===== src/rtl/serial_uart.sv =====
// 8N1 UART with TX/RX FIFOs and sticky overrun/framing flags for the MMIO serial window.
// Defining SERIAL_UART_LOOPBACK_EN adds internal TX->RX loopback selected by loopback_in.
module serial_uart #(
    parameter int CLKS_PER_BIT = 434,
    parameter int TX_DEPTH     = 16,
    parameter int RX_DEPTH     = 16
) (
    input  logic       clock,
    input  logic       reset,
    input  logic [7:0] tx_data_in,
    input  logic       tx_wren_in,
    output logic       tx_ready_out,
    output logic [7:0] rx_data_out,
    output logic       rx_valid_out,
    input  logic       rx_rden_in,
    input  logic       uart_rx_in,
    output logic       uart_tx_out,
    input  logic       clear_err_in,
    output logic       overrun_out,
    output logic       frame_err_out,
    input  logic       loopback_in
);
    localparam int CW  = $clog2(CLKS_PER_BIT);
    localparam int TPW = $clog2(TX_DEPTH);
    localparam int RPW = $clog2(RX_DEPTH);
    localparam logic [CW-1:0] BIT_LAST  = CW'(CLKS_PER_BIT - 1);
    localparam logic [CW-1:0] HALF_LAST = CW'(CLKS_PER_BIT / 2 - 1);
    localparam logic [TPW:0]  TX_FULL   = (TPW + 1)'(TX_DEPTH);
    localparam logic [RPW:0]  RX_FULL   = (RPW + 1)'(RX_DEPTH);

    typedef enum logic [1:0] {IDLE, START, DATA, STOP} state_e;

    logic [7:0]    r_txMem [TX_DEPTH];
    logic [TPW-1:0] r_txWrPtr, r_txRdPtr;
    logic [TPW:0]  r_txCount, w_txCountNext;
    logic          r_txReady, w_txPush, w_txPop;
    state_e        r_txState;
    logic [CW-1:0] r_txCnt;
    logic [2:0]    r_txIdx;
    logic [7:0]    r_txShift;
    logic          r_txLine;

    logic [7:0]    r_rxMem [RX_DEPTH];
    logic [RPW-1:0] r_rxWrPtr, r_rxRdPtr, w_rxRdNext;
    logic [RPW:0]  r_rxCount, w_rxCountNext;
    logic          r_rxValid, w_rxPush, w_rxPop, w_rxDrop;
    logic [7:0]    r_rxData, w_rxHeadNext;
    logic          r_overrun;
    logic          r_sync1, r_sync2, r_rxPrev, w_rxSource;
    state_e        r_rxState;
    logic [CW-1:0] r_rxCnt;
    logic [2:0]    r_rxIdx;
    logic [7:0]    r_rxShift;
    logic          r_rxPushValid;
    logic [7:0]    r_rxPushData;
    logic          r_frameErr;

`ifdef SERIAL_UART_LOOPBACK_EN
    assign w_rxSource  = loopback_in ? r_txLine : uart_rx_in;
    assign uart_tx_out = loopback_in ? 1'b1 : r_txLine;
`else
    logic w_unusedLoopback;
    assign w_unusedLoopback = loopback_in;
    assign w_rxSource  = uart_rx_in;
    assign uart_tx_out = r_txLine;
`endif

    assign tx_ready_out  = r_txReady;
    assign rx_valid_out  = r_rxValid;
    assign rx_data_out   = r_rxData;
    assign overrun_out   = r_overrun;
    assign frame_err_out = r_frameErr;

    assign w_txPush = tx_wren_in & r_txReady;
    assign w_txPop  = (r_txState == IDLE) && (r_txCount != '0);

    always_comb begin
        w_txCountNext = r_txCount;
        case ({w_txPush, w_txPop})
            2'b10:   w_txCountNext = r_txCount + (TPW + 1)'(1);
            2'b01:   w_txCountNext = r_txCount - (TPW + 1)'(1);
            default: w_txCountNext = r_txCount;
        endcase
    end

    always_ff @(posedge clock) begin
        if (w_txPush) r_txMem[r_txWrPtr] <= tx_data_in;
    end

    // Ready is registered from the post-update count so a full FIFO never takes an extra byte.
    always_ff @(posedge clock or posedge reset) begin
        if (reset) begin
            r_txWrPtr <= '0;
            r_txRdPtr <= '0;
            r_txCount <= '0;
            r_txReady <= 1'b1;
        end else begin
            if (w_txPush) r_txWrPtr <= r_txWrPtr + TPW'(1);
            if (w_txPop)  r_txRdPtr <= r_txRdPtr + TPW'(1);
            r_txCount <= w_txCountNext;
            r_txReady <= (w_txCountNext != TX_FULL);
        end
    end

    always_ff @(posedge clock or posedge reset) begin
        if (reset) begin
            r_txState <= IDLE;
            r_txCnt   <= '0;
            r_txIdx   <= '0;
            r_txShift <= '0;
            r_txLine  <= 1'b1;
        end else begin
            case (r_txState)
                IDLE: begin
                    r_txLine <= 1'b1;
                    r_txCnt  <= '0;
                    if (w_txPop) begin
                        r_txShift <= r_txMem[r_txRdPtr];
                        r_txLine  <= 1'b0;
                        r_txState <= START;
                    end
                end
                START: begin
                    if (r_txCnt == BIT_LAST) begin
                        r_txCnt   <= '0;
                        r_txIdx   <= '0;
                        r_txLine  <= r_txShift[0];
                        r_txState <= DATA;
                    end else begin
                        r_txCnt <= r_txCnt + CW'(1);
                    end
                end
                DATA: begin
                    if (r_txCnt == BIT_LAST) begin
                        r_txCnt <= '0;
                        if (r_txIdx == 3'd7) begin
                            r_txLine  <= 1'b1;
                            r_txState <= STOP;
                        end else begin
                            r_txIdx   <= r_txIdx + 3'd1;
                            r_txShift <= {1'b0, r_txShift[7:1]};
                            r_txLine  <= r_txShift[1];
                        end
                    end else begin
                        r_txCnt <= r_txCnt + CW'(1);
                    end
                end
                STOP: begin
                    if (r_txCnt == BIT_LAST) begin
                        r_txCnt   <= '0;
                        r_txState <= IDLE;
                    end else begin
                        r_txCnt <= r_txCnt + CW'(1);
                    end
                end
                default: r_txState <= IDLE;
            endcase
        end
    end

    // r_rxPrev lets IDLE react only to a genuine 1->0 edge, not to a line held low.
    always_ff @(posedge clock or posedge reset) begin
        if (reset) begin
            r_sync1  <= 1'b1;
            r_sync2  <= 1'b1;
            r_rxPrev <= 1'b1;
        end else begin
            r_sync1  <= w_rxSource;
            r_sync2  <= r_sync1;
            r_rxPrev <= r_sync2;
        end
    end

    always_ff @(posedge clock or posedge reset) begin
        if (reset) begin
            r_rxState     <= IDLE;
            r_rxCnt       <= '0;
            r_rxIdx       <= '0;
            r_rxShift     <= '0;
            r_rxPushValid <= 1'b0;
            r_rxPushData  <= '0;
            r_frameErr    <= 1'b0;
        end else begin
            r_rxPushValid <= 1'b0;
            if (clear_err_in) r_frameErr <= 1'b0;
            case (r_rxState)
                IDLE: begin
                    r_rxCnt <= '0;
                    if (r_rxPrev && !r_sync2) r_rxState <= START;
                end
                START: begin
                    if (r_rxCnt == HALF_LAST) begin
                        r_rxCnt   <= '0;
                        r_rxIdx   <= '0;
                        r_rxState <= r_sync2 ? IDLE : DATA;
                    end else begin
                        r_rxCnt <= r_rxCnt + CW'(1);
                    end
                end
                DATA: begin
                    if (r_rxCnt == BIT_LAST) begin
                        r_rxCnt   <= '0;
                        r_rxShift <= {r_sync2, r_rxShift[7:1]};
                        if (r_rxIdx == 3'd7) r_rxState <= STOP;
                        else                 r_rxIdx   <= r_rxIdx + 3'd1;
                    end else begin
                        r_rxCnt <= r_rxCnt + CW'(1);
                    end
                end
                STOP: begin
                    if (r_rxCnt == BIT_LAST) begin
                        r_rxCnt   <= '0;
                        r_rxState <= IDLE;
                        if (r_sync2) begin
                            r_rxPushValid <= 1'b1;
                            r_rxPushData  <= r_rxShift;
                        end else begin
                            r_frameErr <= 1'b1;
                        end
                    end else begin
                        r_rxCnt <= r_rxCnt + CW'(1);
                    end
                end
                default: r_rxState <= IDLE;
            endcase
        end
    end

    assign w_rxPush = r_rxPushValid && (r_rxCount != RX_FULL);
    assign w_rxDrop = r_rxPushValid && (r_rxCount == RX_FULL);
    assign w_rxPop  = rx_rden_in && r_rxValid;

    // The head register is preloaded with next cycle's head, bypassing a byte written this cycle.
    always_comb begin
        w_rxCountNext = r_rxCount;
        case ({w_rxPush, w_rxPop})
            2'b10:   w_rxCountNext = r_rxCount + (RPW + 1)'(1);
            2'b01:   w_rxCountNext = r_rxCount - (RPW + 1)'(1);
            default: w_rxCountNext = r_rxCount;
        endcase
        w_rxRdNext   = w_rxPop ? r_rxRdPtr + RPW'(1) : r_rxRdPtr;
        w_rxHeadNext = r_rxData;
        if (w_rxCountNext != '0) begin
            w_rxHeadNext = (w_rxPush && (r_rxWrPtr == w_rxRdNext)) ? r_rxPushData
                                                                   : r_rxMem[w_rxRdNext];
        end
    end

    always_ff @(posedge clock) begin
        if (w_rxPush) r_rxMem[r_rxWrPtr] <= r_rxPushData;
    end

    always_ff @(posedge clock or posedge reset) begin
        if (reset) begin
            r_rxWrPtr <= '0;
            r_rxRdPtr <= '0;
            r_rxCount <= '0;
            r_rxValid <= 1'b0;
            r_rxData  <= '0;
            r_overrun <= 1'b0;
        end else begin
            if (w_rxPush) r_rxWrPtr <= r_rxWrPtr + RPW'(1);
            r_rxRdPtr <= w_rxRdNext;
            r_rxCount <= w_rxCountNext;
            r_rxValid <= (w_rxCountNext != '0);
            r_rxData  <= w_rxHeadNext;
            if (clear_err_in) r_overrun <= 1'b0;
            if (w_rxDrop)     r_overrun <= 1'b1;
        end
    end
endmodule


===== config.mk =====
export PLATFORM = sky130hd
export DESIGN_NAME = serial_uart
export DESIGN_NICKNAME = d
export VERILOG_FILES = /design/src/rtl/serial_uart.sv
export SDC_FILE = /design/constraint.sdc
export NUM_CORES = 1
export LEC_CHECK = 0
export CORE_ASPECT_RATIO = 0.6
export CORE_MARGIN = 2
export CORE_UTILIZATION = 40
export CTS_CLUSTER_DIAMETER = 200
export DETAILED_ROUTE_END_ITERATION = 10
export PLACE_DENSITY = 0.55
export SETUP_SLACK_MARGIN = 0.1
export SLEW_MARGIN = 15
export SYNTH_ARGS = -nofsm -noshare
export SYNTH_HDL_FRONTEND = slang
export SYNTH_SLANG_ARGS = --single-unit

===== constraint.sdc =====
create_clock -name clock -period 3.37 [get_ports clock]
set_clock_uncertainty 0.2 [all_clocks]
set_input_delay 0.8425 -clock clock [delete_from_list [all_inputs] [get_ports clock]]
set_output_delay 0.8425 -clock clock [all_outputs]
set_load 0.01 [all_outputs]

== Yosys cells after proc, flatten, opt, wreduce, memory -nomap -nowiden ==
Memories as Yosys holds them, arrays and structs flattened. A register that Yosys moved wholly into a read port is not among the register bits.
Index checks and enable logic that the tools add are counted.
W data, S select, Z words.
Word-level totals
  register bits after elaboration: 87
  bits in writable memories: 256
  input port bits: 15
  word-level logic and storage cells: 145
  memories: 2
Memories
  r_rxMem: words 16, width 8, rd ports 1, clocked after memory_dff 1, wr ports 1, line 43  | logic [7:0] r_rxMem [RX_DEPTH];
  r_txMem: words 16, width 8, rd ports 1, clocked after memory_dff 0, wr ports 1, line 33  | logic [7:0] r_txMem [TX_DEPTH];
Cells by class
  $add $sub $neg: 12
  equal/unequal tests: 30
  mux-type cells: 51
  bitwise operators: 1
  reductions and logical operators: 25
Operators by type and width (number)
  $mux W9: 3
  $pmux W9 S3: 1
  $mux W8: 3
  $ne A2 B2 Y1 const B: 12
  $mux W2: 11
  $pmux W5 S2: 2
  $add A9 B1 Y9 const B: 2
  $eq A9 B9 Y1 const B: 2
  $mux W3: 6
  $pmux W9 S2: 1
  $mux W1: 17
  $add A4 B1 Y4 const B: 4
  $pmux W2 S4: 2
  $pmux W8 S2: 1
  $eq A2 B2 Y1 const B: 6
  $pmux W3 S2: 2
  $reduce_and A4 Y1: 3
  $add A5 B1 Y5 const B: 2
  $ne A5 B5 Y1 const B: 2
  $reduce_and A5 Y1: 2
  $reduce_bool A5 Y1: 2
  $sub A5 B1 Y5 const B: 2
  $eq A9 B8 Y1 const B: 1
  $eq A2 B1 Y1 const B: 4
  15 further kinds: 26

== Depth between registers and ports, before layout ==
  depth in word-level cells: 5
  mapped depth: 17
  mapped depth without buffers: 13

== Worst setup path after synthesis ==
Ideal clock, no wire load.
  path type: input -> register
  start point: in rx_rden_in
  end point: reg r_rxData[0], in the netlist rx_data_out[0] (read register of r_rxMem)
  data arrival time: 3.810 ns
  slack: -0.759 ns
  cell stages on the path: 16
  path buffers: 5
  path through: nand2_1 > inv_2 > clkbuf_1 > buf_1 > ha_1 > buf_6 > xor2_1 > ha_1 > o21ai_0 > a221oi_1 > o221ai_1 > xnor2_1 > or4b_1 > buf_4 > buf_8 > o21a_1
Between the ends
  cells in the longest elaborated chain, start to end: 4
  elaborated cells between the ends (all ways): 6
  those cells by class: eq/ne (2); mux (2); reduce/logical (2)
RTL lines
  start, declared: line 15  | input logic rx_rden_in,
  $logic_and A1 B1 Y1 *: line 231  | assign w_rxPop = rx_rden_in && r_rxValid;
  $eq A2 B1 Y1 or $eq A2 B2 Y1 (tied branches): line 236  | case ({w_rxPush, w_rxPop})
  $pmux W5 S2 *: line 236
  net w_rxCountNext[4]: line 45  | logic [RPW:0] r_rxCount, w_rxCountNext;
  $reduce_bool A5 Y1 *: line 243  | if (w_rxCountNext != '0) begin
  end, declared: line 47  | logic [7:0] r_rxData, w_rxHeadNext;
The timed path passes the listed nets; every way through them passes the cells marked *.
A chain may end at the register's enable or synchronous reset.

== Worst setup path after layout ==
  start point: reg r_rxCount[0]
  end point: reg r_rxData[0], in the netlist rx_data_out[0] (read register of r_rxMem)
Between the ends
  cells in the longest elaborated chain, start to end: 5
  elaborated cells between the ends (all ways): 8
  those cells by class: add/sub (2); eq/ne (3); mux (1); reduce/logical (2)
RTL lines
  start, declared: line 45
  start signal, assigned: line 264  | r_rxCount <= w_rxCountNext;
  parallel branches: the longest is 3 deep, another holds $sub A5 B1 Y5
  $pmux W5 S2 *: line 236
  net w_rxCountNext[3]: line 45
  $reduce_bool A5 Y1 *: line 243
Mark *: on every way through the listed nets, which the timed path passes.

==> results_dict.tcl <==
set metrics [dict create \
    status "complete, no violations" \
    cts_sinks 351 \
    antennaDiodeCount 0 \
    yosys.area_share.simple_pct 10.7 \
    final_common_cell "edfxtp_1" \
    yosysWarningCount 0 \
    wire_per_inst_um 21.5 \
    cts.reportedPaths.clkPinSlew_ns 0.07 \
    clk_latency_ns 0.54 \
    cp-startpoint "r_rxCount[0]" \
    grt_pass1_vias 9773 \
    leakage_nw 6.76 \
    cpMaxStageDelayCell "or4b_4" \
    cp-start-kind "register" \
    synth_cell_types 77 \
    fin_nets 1359 \
    core.rowCount 56 \
    drive_above_1_share_pct 21.8 \
    p_seq_share_pct 33.1 \
    synth.avg_cell_area_um2 13.3 \
    numCtsBuffers 36 \
    grt_max_degree 133 \
    grt_usage_pct 19.2 \
    p_int_mw 10.5 \
    path_delay_family "simple AND/OR/NAND/NOR gates" \
    core_mm2 0.0393 \
    synth.ff_latch_count 351 \
    async_reset_ff_share_pct 27.1 \
    multi_input_area_mm2 0.00563 \
    cts_tree "built" \
    timing.final.crit_share_pct 98.0 \
    dr.first_iter.drc_count 1072 \
    grt_remaining_overflow 0 \
    cap_violations 0 \
    synth_xor_area_share_pct 2.38 \
    critical_path_class "reg2reg" \
    min_from "r_sync1" \
    synth_top_family_by_area "compound AO/OA/AOI/OAI gates" \
    antenna_left 0 \
    worst_pin_slew_ns 1.14 \
    rsz0062_at_grt "true" \
    slew_headroom_pct 24.1 \
    postLayoutCellArea_mm2 0.0191 \
    dieArea_mm2 0.0417 \
    layout_common_cells "256 x edfxtp_1, 109 x buf_4, 91 x nor2_1, 87 x dfrtp_1, 74 x nand2_1" \
    setup_viol 0 \
    area_growth_pct 19.0 \
    yosys-mux-area-fraction_pct 7.01 \
    synth_edf_count 256 \
    ys_seq_area_share_pct 62.8 \
    cts.htree.levels 2 \
    cp.required_ns 3.61 \
    remaining_drc_errors 0 \
    arrival_ns 3.54 \
    vias 10323 \
    syn-num-nets 1248 \
    place.port_buffers 26 \
    die_h_um 159 \
    combPwrFrac_pct 44.0 \
    ctsLongestPathBuffers 3 \
    synth_compound_area_share_pct 11.0 \
    firstDrtPassIters 5 \
    synth_flop_cell "edfxtp_1" \
    regArea_mm2 0.0101 \
    syn_inst 1201 \
    power_switching_mw 6.01 \
    ios 28 \
    place.gp.congestion 0.812 \
    cpMostUsedCell "buf_4" \
    synth_fa_ha_area_share_pct 2.54 \
    antenna_found_initial 0 \
    path_max_fanout 9 \
    critPathCaptureType "register" \
    hpwl_mm 25.2 \
    hold_viol 0 \
    reg2reg_from "r_rxCount[0]" \
    hold_class "reg2reg" \
    viasPerCell 5.54 \
    cts_root_buffer "clkbuf_16" \
    finalMaxSlewViolations 0 \
    max_freq_mhz 303 \
    power_density_mw_per_mm2 868 \
    fp.dieW_um 262 \
    totalWireLength_mm 40.1 \
    path_cells "nor4_2, buf_4, a21boi_2, inv_2, ha_4, buf_4, or4b_1, a21oi_1, a311oi_2, xnor2_1, or4b_4, buf_8, o21a_1" \
    syn-cell-area_mm2 0.0160 \
    path_buf_inv 4 \
    tns_ns 0 \
    fin_crit_ns 3.30 \
    clockPowerShare_pct 22.9 \
    grt_pass1_wl_mm 61.4 \
    ir_drop_mv 0.652 \
    holdBufCountCts 0 \
    nFillCells 3373 \
    post_dp_cell_area_mm2 0.0176 \
    switching_share_pct 36.3 \
    initial_utilization_pct 40.8 \
    critPathMaxStageDelay_ns 0.59 \
]
## cells in the mapped netlist (all sizes together), types with 8 or more instances
| library cell | n | area (um2) |
|---|---|---|
| edfxtp | 256 | 7690 |
| nor2 | 100 | 378 |
| dfrtp | 90 | 2250 |
| nand2 | 75 | 282 |
| a21oi | 55 | 279 |
| nor3 | 44 | 220 |
| inv | 43 | 161 |
| buf | 41 | 218 |
| mux4 | 40 | 901 |
| clkbuf | 39 | 148 |
| nand2b | 36 | 225 |
| ha | 31 | 388 |
| nand3 | 27 | 135 |
| a31oi | 23 | 144 |
| xnor2 | 22 | 193 |
| o211ai | 21 | 158 |
| mux2 | 18 | 203 |
| o21ai | 18 | 90.1 |
| xor2 | 18 | 165 |
| nor2b | 14 | 87.6 |
| o2111a | 14 | 158 |
| o21bai | 14 | 105 |
| a221o | 13 | 130 |
| a2bb2oi | 13 | 114 |
| and2 | 13 | 81.3 |
| o31ai | 9 | 67.6 |
| a22oi | 8 | 60.1 |
| nand4b | 8 | 70.1 |
| o311ai | 8 | 70.1 |
## worst reg2reg max path, cell delays in order, from the launching register on
cell	delay, ns
dfrtp_1	0.39
nor4_2	0.27
buf_4	0.17
a21boi_2	0.06
inv_2	0.08
ha_4	0.13
buf_4	0.16
or4b_1	0.44
a21oi_1	0.17
a311oi_2	0.06
xnor2_1	0.15
or4b_4	0.59
buf_8	0.18
o21a_1	0.17
## cell type report
class,instances,share of cell area (%)
clock buffer,49,5.12
clock inverter,17,0.656
inverter,45,0.945
multi-input combinational,724,29.5
sequential,351,52.8
tap,522,3.42
timing repair buffer,154,7.52
## power groups by stage
stage | registers, mW | logic, mW | clock network, mW
CTS | 5.45 | 6.96 | 3.88
detailed placement | 5.53 | 6.81 | 0
floorplan | 5.45 | 4.27 | 0
global route | 5.54 | 7.88 | 4.05
global placement | 5.52 | 6.72 | 0
finish | 5.48 | 7.28 | 3.78
## metrics by stage
step | util, % | std cells | hold WS, ns | setup slack (ns) | power [mW]
final | 48.5 | 1862 | 0.158 | 0.0659 | 16.5
after global routing | 48.5 | 1862 | 0.165 | -0.0763 | 17.5
after CTS | 48.0 | 1855 | 0.160 | -0.0161 | 16.3
after detailed placement | 44.9 | 1783 | 0.151 | -0.702 | 12.3
after global placement | 44.9 | 1783 | 0.147 | -0.650 | 12.2
after floorplan | - | 1201 | 0.145 | -0.366 | 9.73
## path summary, 6_finish.rpt
path / slack, ns / endpoint / cells past startpoint
worst max-delay path: 0.07 / rx_data_out[0] / 13
worst min-delay path: 0.16 / r_sync2 / 0
worst max register to register: 0.07 / rx_data_out[0] / 13
worst min register to register: 0.16 / r_sync2 / 0
max in group asynchronous: 1.76 / uart_tx_out / 3
min in group asynchronous: 0.57 / r_txWrPtr[0] / 2
## registers in the layout, summed over array words and instances, names as in the netlist, 8 cells and up, named ones only
register,cells
r_rxMem,128
r_txMem,128
r_rxCnt,9
r_txCnt,9
r_rxPushData,8
r_rxShift,8
r_txShift,8
rx_data_out,8
## routing by layer
layer | share of wire [%] | up-vias | global-route usage (%)
met3 | 6.8 | 50 | 3.42
met5 | 0 | - | 0
li1 | - | 4779 | -
met1 | 53 | 5186 | 33.3
met2 | 38 | 308 | 24.0
met4 | 1.6 | 0 | 4.13
## kinds of logic (layout without fill, tap and decap cells)
group,count (synthesis),in the layout
AND/OR/NAND/NOR,350,350
adder cells (fa/ha/maj),32,32
XOR/XNOR,41,41
AO/OA/AOI/OAI,241,241
flip-flops,351,351
buffers and inverters,126,265
multiplexers,60,60
## repair_timing
item	in CTS	in global routing
resized for setup	17	36
pin swaps	11	16
endpoints found under the hold margin	0	0
setup endpoints to repair	10	11
gates cloned	2	0
setup buffers	4	7
Power figures use the tool's default switching activity.
